<file path="src/rtl/scan_seq_pkg.sv">
// -----------------------------------------------------------------------------
// scan_seq_pkg
//   Shared definitions for scan_sequencer.
//   - state_t    : FSM encoding (IDLE / BLANK / DWELL)
//   - next_slot  : circular priority search over a 4-bit slot mask
//   - first_slot : lowest active slot of a mask
// -----------------------------------------------------------------------------
package scan_seq_pkg;

    typedef enum logic [1:0] {
        ST_IDLE  = 2'd0,
        ST_BLANK = 2'd1,
        ST_DWELL = 2'd2
    } state_t;

    // First set bit of mask, searched circularly starting at cur+1.
    // The loop walks offsets from the farthest (4, i.e. cur itself) down to
    // the nearest (1), so the last hit written is the closest active slot.
    // If mask is empty the result is cur; callers test mask themselves.
    function automatic logic [1:0] next_slot(input logic [3:0] mask,
                                             input logic [1:0] cur);
        logic [1:0] idx;
        next_slot = cur;
        for (int i = 4; i >= 1; i--) begin
            idx = cur + 2'(i);
            if (mask[idx]) begin
                next_slot = idx;
            end
        end
    endfunction

    // Lowest set bit: a circular search starting just after slot 3.
    function automatic logic [1:0] first_slot(input logic [3:0] mask);
        first_slot = next_slot(mask, 2'd3);
    endfunction

endpackage

</file>
<file path="src/rtl/scan_sequencer.sv">
// -----------------------------------------------------------------------------
// scan_sequencer
//   Drives a 2-to-4 enable decoder. Steps a 2-bit slot index through the
//   active slots of mask (ascending, wrapping). Each slot gets BLANK_CYCLES
//   of sel_en=0 followed by DWELL_CYCLES of sel_en=1.
//
// Parameters
//   CNT_W         width of the internal cycle counter
//   DWELL_CYCLES  cycles sel_en is high per slot (>=1, < 2**CNT_W)
//   BLANK_CYCLES  cycles sel_en is low before each dwell (0 = no gap)
//
// Ports
//   clk        in   rising-edge clock
//   rst_n      in   asynchronous active-low reset
//   start      in   1-cycle pulse, begin scanning (ignored while busy)
//   stop       in   1-cycle pulse, abort scanning (highest priority)
//   mask       in   [3:0] active slots; sampled at start and slot changes
//   hold       in   freeze request (only when SCAN_SEQ_HOLD_EN is defined)
//   sel        out  [1:0] current slot index
//   sel_en     out  high during the dwell window only
//   busy       out  high whenever the FSM is not idle
//   wrap       out  1-cycle pulse when the index moves to a lower/equal slot
//   fsm_state  out  [1:0] current FSM state (debug observation)
//
// Configuration macro
//   SCAN_SEQ_HOLD_EN : adds the hold input. While hold=1 the counter, sel,
//   state and sel_en freeze and wrap is forced low; stop still wins.
//
// Control semantics
//   There is no valid/ready handshake here: start and stop are single-cycle
//   command pulses sampled on every rising edge. stop beats start, hold and
//   any slot change in the same cycle. start is only acted on in IDLE with a
//   non-empty mask. All outputs are registered.
// -----------------------------------------------------------------------------
module scan_sequencer
    import scan_seq_pkg::*;
#(
    parameter int CNT_W        = 16,
    parameter int DWELL_CYCLES = 1000,
    parameter int BLANK_CYCLES = 2
) (
    input  logic       clk,
    input  logic       rst_n,
    input  logic       start,
    input  logic       stop,
    input  logic [3:0] mask,
`ifdef SCAN_SEQ_HOLD_EN
    input  logic       hold,
`endif
    output logic [1:0] sel,
    output logic       sel_en,
    output logic       busy,
    output logic       wrap,
    output logic [1:0] fsm_state
);

    // Terminal counts; the counter runs 0..LAST within a phase.
    localparam logic [CNT_W-1:0] DWELL_LAST = CNT_W'(DWELL_CYCLES - 1);
    localparam logic [CNT_W-1:0] BLANK_LAST =
        CNT_W'((BLANK_CYCLES > 0) ? (BLANK_CYCLES - 1) : 0);

    // A new slot starts in BLANK, or straight in DWELL when there is no gap.
    localparam state_t SLOT_ENTRY = (BLANK_CYCLES == 0) ? ST_DWELL : ST_BLANK;

    logic hold_act;
`ifdef SCAN_SEQ_HOLD_EN
    assign hold_act = hold;
`else
    assign hold_act = 1'b0;
`endif

    state_t            state_q, state_d;
    logic [CNT_W-1:0]  cnt_q,   cnt_d;
    logic [1:0]        sel_q,   sel_d;
    logic              sel_en_q, sel_en_d;
    logic              busy_q,   busy_d;
    logic              wrap_q,   wrap_d;
    logic [1:0]        nxt;

    // State and output registers.
    always_ff @(posedge clk or negedge rst_n) begin
        if (!rst_n) begin
            state_q  <= ST_IDLE;
            cnt_q    <= '0;
            sel_q    <= 2'd0;
            sel_en_q <= 1'b0;
            busy_q   <= 1'b0;
            wrap_q   <= 1'b0;
        end else begin
            state_q  <= state_d;
            cnt_q    <= cnt_d;
            sel_q    <= sel_d;
            sel_en_q <= sel_en_d;
            busy_q   <= busy_d;
            wrap_q   <= wrap_d;
        end
    end

    // Next-state, counter and next-output logic.
    always_comb begin
        state_d = state_q;
        cnt_d   = cnt_q;
        sel_d   = sel_q;
        wrap_d  = 1'b0;
        nxt     = next_slot(mask, sel_q);

        if (stop) begin
            // sel deliberately keeps its last value.
            state_d = ST_IDLE;
            cnt_d   = '0;
        end else if (hold_act) begin
            // Everything frozen; wrap stays at its default of 0.
            state_d = state_q;
        end else begin
            case (state_q)
                ST_IDLE: begin
                    if (start && (mask != 4'd0)) begin
                        sel_d   = first_slot(mask);
                        state_d = SLOT_ENTRY;
                        cnt_d   = '0;
                    end
                end
                ST_BLANK: begin
                    if (cnt_q == BLANK_LAST) begin
                        state_d = ST_DWELL;
                        cnt_d   = '0;
                    end else begin
                        cnt_d = cnt_q + 1'b1;
                    end
                end
                ST_DWELL: begin
                    if (cnt_q == DWELL_LAST) begin
                        // Slot boundary: mask is re-sampled only here.
                        cnt_d = '0;
                        if (mask == 4'd0) begin
                            state_d = ST_IDLE;
                        end else begin
                            sel_d   = nxt;
                            state_d = SLOT_ENTRY;
                            // Equal index covers a single active slot
                            // wrapping onto itself.
                            wrap_d  = (nxt <= sel_q);
                        end
                    end else begin
                        cnt_d = cnt_q + 1'b1;
                    end
                end
                default: begin
                    state_d = ST_IDLE;
                    cnt_d   = '0;
                end
            endcase
        end

        // Registered outputs follow the state being entered.
        sel_en_d = (state_d == ST_DWELL);
        busy_d   = (state_d != ST_IDLE);
    end

    assign sel       = sel_q;
    assign sel_en    = sel_en_q;
    assign busy      = busy_q;
    assign wrap      = wrap_q;
    assign fsm_state = state_q;

endmodule
</file>
<file path="config.mk">
export PLATFORM = sky130hd
export DESIGN_NAME = scan_sequencer
export DESIGN_NICKNAME = d
export VERILOG_FILES = /design/src/rtl/scan_seq_pkg.sv /design/src/rtl/scan_sequencer.sv
export SDC_FILE = /design/constraint.sdc
export NUM_CORES = 1
export LEC_CHECK = 0
export BUFFER_PORTS_ARGS = -buffer_cell sky130_fd_sc_hd__buf_2
export CORE_ASPECT_RATIO = 0.75
export CORE_MARGIN = 3
export CORE_UTILIZATION = 40
export CTS_CLUSTER_SIZE = 25
export DETAILED_ROUTE_END_ITERATION = 16
export HOLD_SLACK_MARGIN = 0.15
export PLACE_DENSITY = 0.67
export SLEW_MARGIN = 15
export SYNTH_ARGS = -nofsm -noshare
export SYNTH_HDL_FRONTEND = slang
export SYNTH_SLANG_ARGS = --single-unit
</file>
<file path="constraint.sdc">
create_clock -name clk -period 5 [get_ports clk]
set_input_delay 0.25 -clock clk [delete_from_list [all_inputs] [get_ports clk]]
set_output_delay 0.25 -clock clk [all_outputs]
set_load 0.005 [all_outputs]
</file>
# After elaboration in Yosys (flattened, before gate mapping)
# Index checks and enable logic that the tools add are counted.
[classes] add_sub_neg=4 multipliers=0 div_mod_pow=0 n_lt_le_gt_ge=4 eq_ne=9 shift=0 muxes=31 n_bitwise=1 reduce_logical=7
[ops] op="$mux 16" count=4
[ops] op="$pmux 16 s3" count=1
[ops] op="$mux 2" count=12
[ops] op="$add 16x1->16 const B" count=1
[ops] op="$eq 16x1->1 const B" count=1
[ops] op="$eq 16x10->1 const B" count=1
[ops] op="$lt 2x3->1 const B" count=3
[ops] op="$mux 1" count=9
[ops] op="$bmux 1 s2" count=3
[ops] op="$ne 2x2->1 const B" count=3
[ops] op="$pmux 2 s3" count=1
[ops] op="$reduce_and 5->1" count=1
[ops] op="$add 2x2->2 const B" count=2
[ops] op="$eq 2x2->1 const B" count=2
[ops] op="$logic_not 4->1" count=1
[ops] op="$pmux 2 s2" count=1
[ops] op="$reduce_bool 2->1" count=2
[ops] op="$reduce_bool 4->1" count=1
[ops] op="$ne 3x3->1 const B" count=1
[ops] op="$add 2x1->2 const B" count=1
[ops] op="$eq 2x1->1 const B" count=1
[ops] op="$le 2x2->1" count=1
[ops] op="$logic_not 2->1" count=1
[ops] op="$logic_and 1x1->1" count=1
[ops] op="$not 1->1" count=1
[word_totals] ff_bits=23 latch_bits=0 ram_bits=0 mem_bits_ro=0 in_bits=8 out_inout_bits=7 word_cells=62 mem_count=0

# Depth between registers and ports, before layout
# Gate-level depths: netlist of the first run.
[depth] ltp_word=11 mapped_depth=8 mapped_depth_nobuf=8

# Worst setup path after synthesis of the first run
# Ideal clock, no wire load.
[synth_timing] path_kind="flip-flop to flip-flop" start="reg cnt_q[0]" end="reg cnt_q[13]" setup_ns=0.087 arrival_ns=2.005 required_time_ns=4.913 slack_ns=2.909 path_stages_with_launch=7 path_buffers=0 synth_period_minus_slack_ns=2.091 cell_sequence="dfrtp_1 > ha_1 > and4_1 > a41o_1 > a2111o_2 > or3_1 > o211ai_1"
[synth_between] elab_chain_len=4 word_cells_on_any_way=7 cone_classes="1 x add/sub; 2 x eq/ne; 4 x mux"
[synth_lines] item="start, declared" line_no="scan_sequencer.sv:73" rtl="logic [CNT_W-1:0] cnt_q, cnt_d;"
[synth_lines] item="start signal, assigned" line_no="scan_sequencer.sv:91" rtl="cnt_q <= cnt_d;"
[synth_lines] item="$add 16x1->16, or another cell as far along" line_no="scan_sequencer.sv:128, scan_sequencer.sv:145"
[synth_lines] item="$mux 16, on equally long branches" line_no="scan_sequencer.sv:132, scan_sequencer.sv:124"
[synth_lines] item="$pmux 16 s3 (*)" line_no="scan_sequencer.sv:115" rtl="case (state_q)"
[synth_lines] item="$mux 16 (*)" line_no="scan_sequencer.sv:107" rtl="if (stop) begin"
# Every way passes the cells marked *; elsewhere a longest branch is shown, timed or not.
# A chain may end at the register's enable or synchronous reset.

# Worst setup path after layout of the first run
# Same ends and word-level chain as after synthesis.

==> impl_metrics.yaml, run 1 <==
setup_path:
  worst_r2r_endpoint: "cnt_q[13]"
  crit_chain: "ha_1 -> and4_1 -> a41o_1 -> a2111o_2 -> or3_1 -> o211ai_1"
  cp_slowest_cell: "a2111o_2"
  slowest_delay_ps: 530
  rr_startpoint: "cnt_q[0]"
  critical_path_required_ps: 5190
  cp-start-kind: "flop"
  critPathKind: "reg -> reg"
  cp.arrival_ps: 2440
  reg2reg_depth: 6
  crit_fanout: 9
  cp-end-kind: "flop"
  r2r_setup_slack_ps: 2750
sta:
  skew_ps: 5.411
  rsz0062_at_grt: "no"
  post-route-period-util_pct: 44.91
  slew_headroom_pct: 46.62
  worst_slew_pin_slew_ps: 793.3
  setup_viol: 0
  setup_ws_ps: 2754
  period_minus_slack_ps: 2246
  max_freq_mhz: 445.3
  tns_ps: 0
  drv_slew: 0
  finalHoldViolations: 0
run_status:
  status: "finished, final reports clean"
logic_synthesis:
  synth.area.top_cells: "dfrtp_1, ha_1, nand2_1"
  yosysSeqAreaShare_pct: 38.21
  synth_edf_count: 0
  syn_area_um2: 1506
  ys.flop_type: "dfrtp_1"
  ys_warn_count: 0
  avgSynthCellArea_um2: 9.186
  synth_top_area_share_pct: 38.21
  ys_seq_elements: 23
  yosysTopAreaCell: "dfrtp_1"
  syn_inst: 164
  synth_fp_nets: 180
  synth_async_sr_flop_share_pct: 100.0
  ys_types: 47
grt:
  grt_pass1_wl_um: 6044
  grt_max_degree: 24
  grt_overflow: 0
  antenna_found_initial: 0
  grt_pass1_vias: 1272
  grt_usage_pct: 16.71
power:
  ir_drop_uv: 121.0
  p_leak_nw: 0.7244
  power_density_nw_per_um2: 236.3
floorplanning:
  row_count: 18
  initial_core_util_pct: 43.72
  core_area_um2: 3446
  fp.dieH_um: 59.15
  io_pins: 15
  die_area_um2: 4546
  die_x_um: 76.86
layout:
  post-route-util_pct: 48.66
  drive_above_1_share_pct: 16.02
  diodes: 0
  area.sequential_um2: 575.6
  fill_cells: 324
  nets: 198
  syn_to_final_growth_pct: 11.30
  multiInputGateArea_um2: 863.3
  final_common_cell: "dfrtp_1"
  most-common-layout-cells: "dfrtp_1, nand2_1, nor2_1"
  final_cells: 231
cts:
  post_cts_buffers: 0
  htreeDepth: 1
  cts_buffer_depth: 2
  clk_latency_ps: 270
  cts_root_buf: "clkbuf_8"
  path_clk_slew_ps: 80
  tritoncts: "yes"
  clock_sinks: 23
  ctsResizeCount: 0
  cts_buffers: 3
route:
  first_pass_iters: 4
  vias_per_cell: 5.619
  routedWlPerCell_um: 14.43
  dr.first_iter.drc_count: 127
  via_count: 1298
  drtAntennaViolNets: 0
  routed_wl_um: 3333
  drc: 0
run:
  drv_cap: 0
placement:
  placed_cells: 226
  place_congestion: 0.8286
  place_ws_ps: 2775
  port_buffers: 14
  hpwl_um: 2547
hold_path:
  hold_class: "in -> reg"
  hold_path_startpoint: "stop"
  worstHoldPathCells: 2
  min_to: "cnt_q[14]"
critical path: cells and delay by family (launching register included):
kind / cells / cell delay [ps]
AOI/OAI and AO/OA: 3 / 900
adders and majority gates: 1 / 240
DFF: 1 / 430
and+or+nand+nor: 2 / 600
logic make-up after synthesis:
logic type | count (synthesis) | share of synthesized area, %
AND/OR/NAND/NOR | 72 | 25.66
AO/OA/AOI/OAI | 36 | 18.94
XOR/XNOR | 8 | 4.651
adder cells (fa/ha/maj) | 8 | 6.645
multiplexers | 2 | 1.412
flip-flops | 23 | 38.21
buffers and inverters | 15 | 4.485
report_power, final:
part | internal, mW | switching (mW) | total, mW
logic | 0.0331 | 0.0463 | 0.0794
clock network | 0.0557 | 0.0608 | 0.117
registers | 0.192 | 0.00854 | 0.200
per-stage QoR:
step	area, um^2	power, mW	hold slack, ps
2_1_floorplan	1506	0.2540	-45.59
3_3_place_gp	1620	0.2780	255.0
3_5_place_dp	1620	0.2819	261.0
4_1_cts	1677	0.4013	232.1
5_1_grt	1677	0.4213	254.7
6_report	1677	0.3962	241.7
synth_stat cells, types with 2 or more instances:
cell type and n:
dfrtp_1 23, nand2_1 15, nor2_1 15, inv_1 13, ha_1 8, o21ai_0 8, a21oi_1 7, nand3_1 7
nand4_1 6, nor4_1 6, nor3_1 4, or3_1 4, xnor2_1 4, xor2_1 4, and3_1 3, nand2b_1 3
a21oi_2 2, o311ai_0 2, or4_1 2
worst max-delay path by stage:
| stage | cells after the start | from | slack, ps | endpoint |
|---|---|---|---|---|
| 5_1_grt | 6 | cnt_q[0] | 2650 | cnt_q[13] |
| 2_1_floorplan | 6 | cnt_q[0] | 2910 | cnt_q[13] |
| 3_5_place_dp | 6 | cnt_q[0] | 2780 | cnt_q[13] |
| 3_3_place_gp | 6 | cnt_q[0] | 2830 | cnt_q[13] |
| 6_report | 6 | cnt_q[0] | 2750 | cnt_q[13] |
| 4_1_cts | 6 | cnt_q[0] | 2750 | cnt_q[13] |
area by class of cell:
| class | count | area share [%] |
|---|---|---|
| sequential | 23 | 34.33 |
| inverter | 13 | 2.910 |
| timing repair buffer | 15 | 4.776 |
| clock buffer | 3 | 2.463 |
| clock inverter | 1 | 0.2985 |
| tap | 50 | 3.731 |
| multi-input combinational | 126 | 51.49 |
state kept, by name (all words and copies together), names as in the netlist:
register / flops
sel: 2
cnt_q: 16
fsm_state: 2
busy: 1
sel_en: 1
wrap: 1
metal layers:
layer | track usage (%) | vias up | wire, um
met1 | 23.31 | 626 | 1712
met2 | 25.31 | 28 | 1438
met5 | 0 | - | 0
li1 | - | 637 | -
met4 | 6.460 | 0 | 53
met3 | 3.951 | 7 | 128
what timing repair did:
| action | CTS | global route |
|---|---|---|
| setup endpoints to repair | 0 | 0 |
| hold endpoints to repair | 23 | 0 |
| hold buffers | 1 | 0 |
(Power assumes the default switching activity.)
==> inputs of run 2 (changes only) <==
- ABC_AREA: unset -> 1
- PLACE_DENSITY: 0.67 -> 0.66
- clock period: 5 -> 2.3 ns (I/O delays scaled with it)
==> impl_metrics.yaml, run 2 <==
setup_path:
  crit_fanout: 6
  critical_path_required_ps: 2470
  critPathCapture: "wrap"
  rr_startpoint: "sel[1]"
  critPathKind: "reg -> reg"
  cp.arrival_ps: 2290
  reg2reg_depth: 14
  worst_r2r_endpoint: "wrap"
  critPathLaunch: "sel[1]"
  r2r_setup_slack_ps: 180
  cp-start-kind: "flop"
  cp-end-kind: "flop"
grt:
  grt_pass1_vias: 1324
  grt_overflow: 0
  antenna_found_initial: 0
  grt_pass1_wl_um: 6348
  grt_usage_pct: 15.41
  grt_max_degree: 24
floorplanning:
  io_pins: 15
  initial_core_util_pct: 42.44
  die_x_um: 82.66
  fp.dieH_um: 63.50
  row_count: 20
  core_area_um2: 4154
  die_area_um2: 5249
sta:
  setup_viol: 0
  whs_ps: 201.5
  tns_ps: 0
  post-route-period-util_pct: 92.15
  period_minus_slack_ps: 2120
  max_freq_mhz: 471.8
  worst_slew_pin_slew_ps: 508.5
  finalHoldViolations: 0
  setup_ws_ps: 180.5
  slew_headroom_pct: 66.10
  drv_slew: 0
  skew_ps: 10.27
  rsz0062_at_grt: "no"
power:
  power_density_nw_per_um2: 528.1
  ir_drop_uv: 257.4
  finalPower_mw: 1.028
  p_leak_nw: 1.041
layout:
  most-common-layout-cells: "nand2_1, inv_1, dfrtp_1"
  largest_reg_flops: 16
  nets: 290
  post-route-util_pct: 46.87
  regMostFlops: "cnt_q"
  diodes: 0
  final_cells: 328
  syn_to_final_growth_pct: 10.43
  post-route-cell-area_um2: 1947
  final_common_cell: "nand2_1"
  drive_above_1_share_pct: 19.41
  fill_cells: 437
placement:
  hpwl_um: 2898
  place_area_um2: 1872
  port_buffers: 14
  place_ws_ps: 29.98
  placed_cells: 322
  place_congestion: 0.8459
cts:
  clk_latency_ps: 270
  tritoncts: "yes"
  path_clk_slew_ps: 90
  htreeDepth: 1
  cts_root_buf: "clkbuf_8"
  clock_sinks: 23
  cts_buffer_depth: 2
  cts_buffers: 3
logic_synthesis:
  synth_edf_count: 0
  synth_adder_area_share_pct: 5.678
  avgSynthCellArea_um2: 6.886
  synth.area.top_cells: "dfrtp_1, nand2_1, inv_1"
  synth_fp_nets: 272
  ys_seq_elements: 23
  synth_top_family_by_area: "simple AND/OR/NAND/NOR gates"
  ys.flop_type: "dfrtp_1"
  syn_area_um2: 1763
  synth_compound_area_share_pct: 3.407
  ys_warn_count: 0
  synth_most_common_cell: "nand2_1"
  synth-xor-area-share_pct: 4.471
  synth_top_area_share_pct: 32.65
  yosys.area_share.simple_pct: 43.79
  yosysTopAreaCell: "dfrtp_1"
  yosysSeqAreaShare_pct: 32.65
  syn_inst: 256
  ys_types: 30
  ys_top_cells_by_count: "nand2_1, inv_1, dfrtp_1"
  synthMuxAreaShare_pct: 0
  synth_async_sr_flop_share_pct: 100.0
route:
  drtAntennaViolNets: 0
  first_pass_iters: 4
  vias_per_cell: 4.784
  routedWlPerCell_um: 11.42
  routed_wl_um: 3747
  drc: 0
  dr.first_iter.drc_count: 114
  via_count: 1569
hold_path:
  hold_class: "in -> reg"
run:
  drv_cap: 0
run_status:
  status: "finished, final reports clean"
==> run 2: changes by cell type after synthesis, moves of 10 or more <==
cell / change
nor2_2: +13
nand2_1: +74
nand3_1: +10
inv_1: +22
==> run 2: how the worst min path moves through the flow <==
stage / startpoint / to / slack [ps] / depth (start not counted)
final: stop / busy / 200 / 4
after detailed placement: rst_n / cnt_q[8] / 130 / 1
after global placement: rst_n / cnt_q[9] / 130 / 1
after floorplan: rst_n / busy / -180 / 0
after global routing: stop / fsm_state[0] / 230 / 4
after CTS: stop / busy / 200 / 4
==> run 2: final cells by class <==
type	instances	area [um^2]	area share, %
multi-input cells	191	1017	52.25
flip-flops and latches	23	578.1	29.69
inverters	39	146.4	7.519
repair buffers	16	87.58	4.499
well taps	55	68.82	3.535
clock buffers	3	41.29	2.121
clock inverters	1	7.507	0.3856
==> run 2: cells by family (layout without fill, tap and decap cells) <==
logic type                 Yosys count  count (layout)
DFF                                 23              23
AOI/OAI and AO/OA                   11              11
adders and majority gates            8               8
xor gates and xnor gates             9               9
and+or+nand+nor                    163             163
buffers and inverters               42              59
==> run 2: worst max-delay path: stages, from the launching register on <==
cell,delay (ps)
dfrtp_2,420
inv_1,130
nand2_1,90
nand2_1,60
nand2_1,110
nand2_1,80
inv_2,70
nand3_1,90
and2_1,150
ha_1,280
inv_1,50
nor2_1,30
o21ai_0,170
nand4_1,120
nor4_2,170
==> run 2: routing by layer <==
layer	vias up	part of all wire [%]	GRT usage, %
met5	-	0	0
met4	0	1.0	3.673
met3	5	4.2	3.429
met2	31	41	19.60
met1	698	54	25.51
li1	835	-	-
==> run 2: where the power goes <==
group	internal (mW)	total, mW	switching [mW]
sequential	0.419	0.439	0.0200
combinational	0.121	0.323	0.202
clock	0.123	0.266	0.143
==> run 2: what timing repair did <==
action,in CTS,in global routing
setup buffers,0,1
gates resized for setup,0,3
hold buffers,1,0
endpoints found under the setup margin,0,1
endpoints found under the hold margin,23,0
==> inputs of run 3 (changes only) <==
- CORE_UTILIZATION: 40 -> 55
- PLACE_DENSITY: 0.66 -> 0.83
==> impl_metrics.yaml, run 3 (same netlist as run 2, synthesis figures left out) <==
grt:
  grt_pass1_wl_um: 6189
  antenna_found_initial: 0
  grt_max_degree: 24
  grt_overflow: 0
  grt_pass1_vias: 1427
  grt_usage_pct: 20.06
layout:
  diodes: 0
  final_cells: 314
  syn_to_final_growth_pct: 10.29
  most-common-layout-cells: "nand2_1, inv_1, dfrtp_1"
  final_common_cell: "nand2_1"
  nets: 293
  drive_above_1_share_pct: 19.93
  post-route-cell-area_um2: 1944
  fill_cells: 269
  largest_reg_flops: 16
  regMostFlops: "cnt_q"
hold_path:
  hold_path_startpoint: "stop"
  min_to: "fsm_state[0]"
  hold_class: "in -> reg"
  worstHoldPathCells: 4
setup_path:
  r2r_setup_slack_ps: 240
  critical_path_buf_inv_count: 3
  crit_family: "simple AND/OR/NAND/NOR gates"
  cp-end-kind: "flop"
  critical_path_required_ps: 2480
  cp.arrival_ps: 2240
  reg2reg_depth: 14
  worst_r2r_endpoint: "wrap"
  rr_startpoint: "sel[0]"
  slowest_delay_ps: 440
  cp_slowest_cell: "dfrtp_2"
  cp-start-kind: "flop"
  crit_chain: "inv_2 -> nand2_1 -> nand2_1 -> nand2_1 -> nand2_1 -> inv_2 -> nand3_1 -> and2_1 -> ha_1 -> inv_1 -> nor2_1 -> o21ai_1 -> nand4_1 -> nor4_2"
  critPathKind: "reg -> reg"
  cpMostUsedCell: "nand2_1"
  crit_fanout: 8
sta:
  setup_viol: 0
  skew_ps: 2.712
  finalHoldViolations: 0
  post-route-period-util_pct: 89.65
  worst_slew_pin_slew_ps: 514.1
  tns_ps: 0
  max_freq_mhz: 485.0
  period_minus_slack_ps: 2062
  rsz0062_at_grt: "no"
  drv_slew: 0
  slew_headroom_pct: 65.73
cts:
  tritoncts: "yes"
  cts_buffer_depth: 2
  htreeDepth: 1
  cts_buffers: 3
  cts_root_buf: "clkbuf_8"
  clk_latency_ps: 270
  path_clk_slew_ps: 80
  clock_sinks: 23
route:
  routedWlPerCell_um: 11.72
  via_count: 1603
  first_pass_iters: 4
  drtAntennaViolNets: 0
  drc: 0
  routed_wl_um: 3679
  dr.first_iter.drc_count: 110
  vias_per_cell: 5.105
power:
  p_leak_nw: 1.060
  power_density_nw_per_um2: 536.2
  ir_drop_uv: 376.7
placement:
  place_congestion: 0.8771
  port_buffers: 14
  placed_cells: 305
  place_area_um2: 1851
  hpwl_um: 2839
floorplanning:
  fp.dieH_um: 55.03
  row_count: 17
  die_area_um2: 3928
  io_pins: 15
  core_area_um2: 2999
  initial_core_util_pct: 58.78
  die_x_um: 71.38
run_status:
  status: "finished, final reports clean"
run:
  drv_cap: 0
[run 3: area by class of cell]
class / instances / area (um^2) / share of cell area, %
Sequential cell: 23 / 576.8 / 29.67
Clock inverter: 1 / 5.005 / 0.2574
Multi-Input combinational cell: 191 / 1017 / 52.32
Inverter: 39 / 146.4 / 7.529
Timing Repair Buffer: 19 / 110.1 / 5.663
Tap cell: 38 / 47.55 / 2.445
Clock buffer: 3 / 41.29 / 2.124
[run 3: worst min-delay path, stage by stage]
cell     delay [ps]
buf_2           120
nor2_1           60
nand2_1          80
inv_1            50
[run 3: timing repair]
item                                    in CTS  in global routing
endpoints found under the setup margin       1                  1
hold buffers                                 1                  0
cloned                                       0                  0
endpoints found under the hold margin       23                  0
buffers inserted                             0                  4
gates resized for setup                      1                  2
[run 3: worst max-delay path by stage]
stage | slack, ps | startpoint | endpoint | cells after the start
after floorplan | 350 | sel[0] | wrap | 15
after global placement | 240 | sel[0] | wrap | 14
after detailed placement | 20 | sel[0] | wrap | 14
after CTS | 100 | sel[0] | wrap | 14
after global routing | 30 | sel[0] | wrap | 14
final | 240 | sel[0] | wrap | 14
[run 3: through the flow]
step / total power, mW / setup WS [ps] / util, % / hold WS (ps)
6_report: 1.043 / 238.0 / 64.83 / 202.6
5_1_grt: 1.126 / 33.30 / 64.83 / 229.8
4_1_cts: 1.011 / 96.26 / 63.62 / 200.8
3_5_place_dp: 0.7561 / 19.66 / 61.70 / 117.7
3_3_place_gp: 0.7454 / 239.6 / 61.70 / 116.4
2_1_floorplan: 0.6862 / 349.9 / - / -180.6
[run 3: routing by layer]
layer / vias up / part of all wire, % / global-route usage [%]
met4: 0 / 0.52 / 3.125
met5: - / 0 / 0
li1: 837 / - / -
met1: 730 / 50 / 27.57
met2: 32 / 45 / 33.23
met3: 4 / 4.0 / 4.693
[run 3: power by group]
| group | switching [mW] | internal, mW | total, mW |
|---|---|---|---|
| clock | 0.134 | 0.121 | 0.255 |
| sequential | 0.0154 | 0.418 | 0.434 |
| combinational | 0.215 | 0.139 | 0.354 |
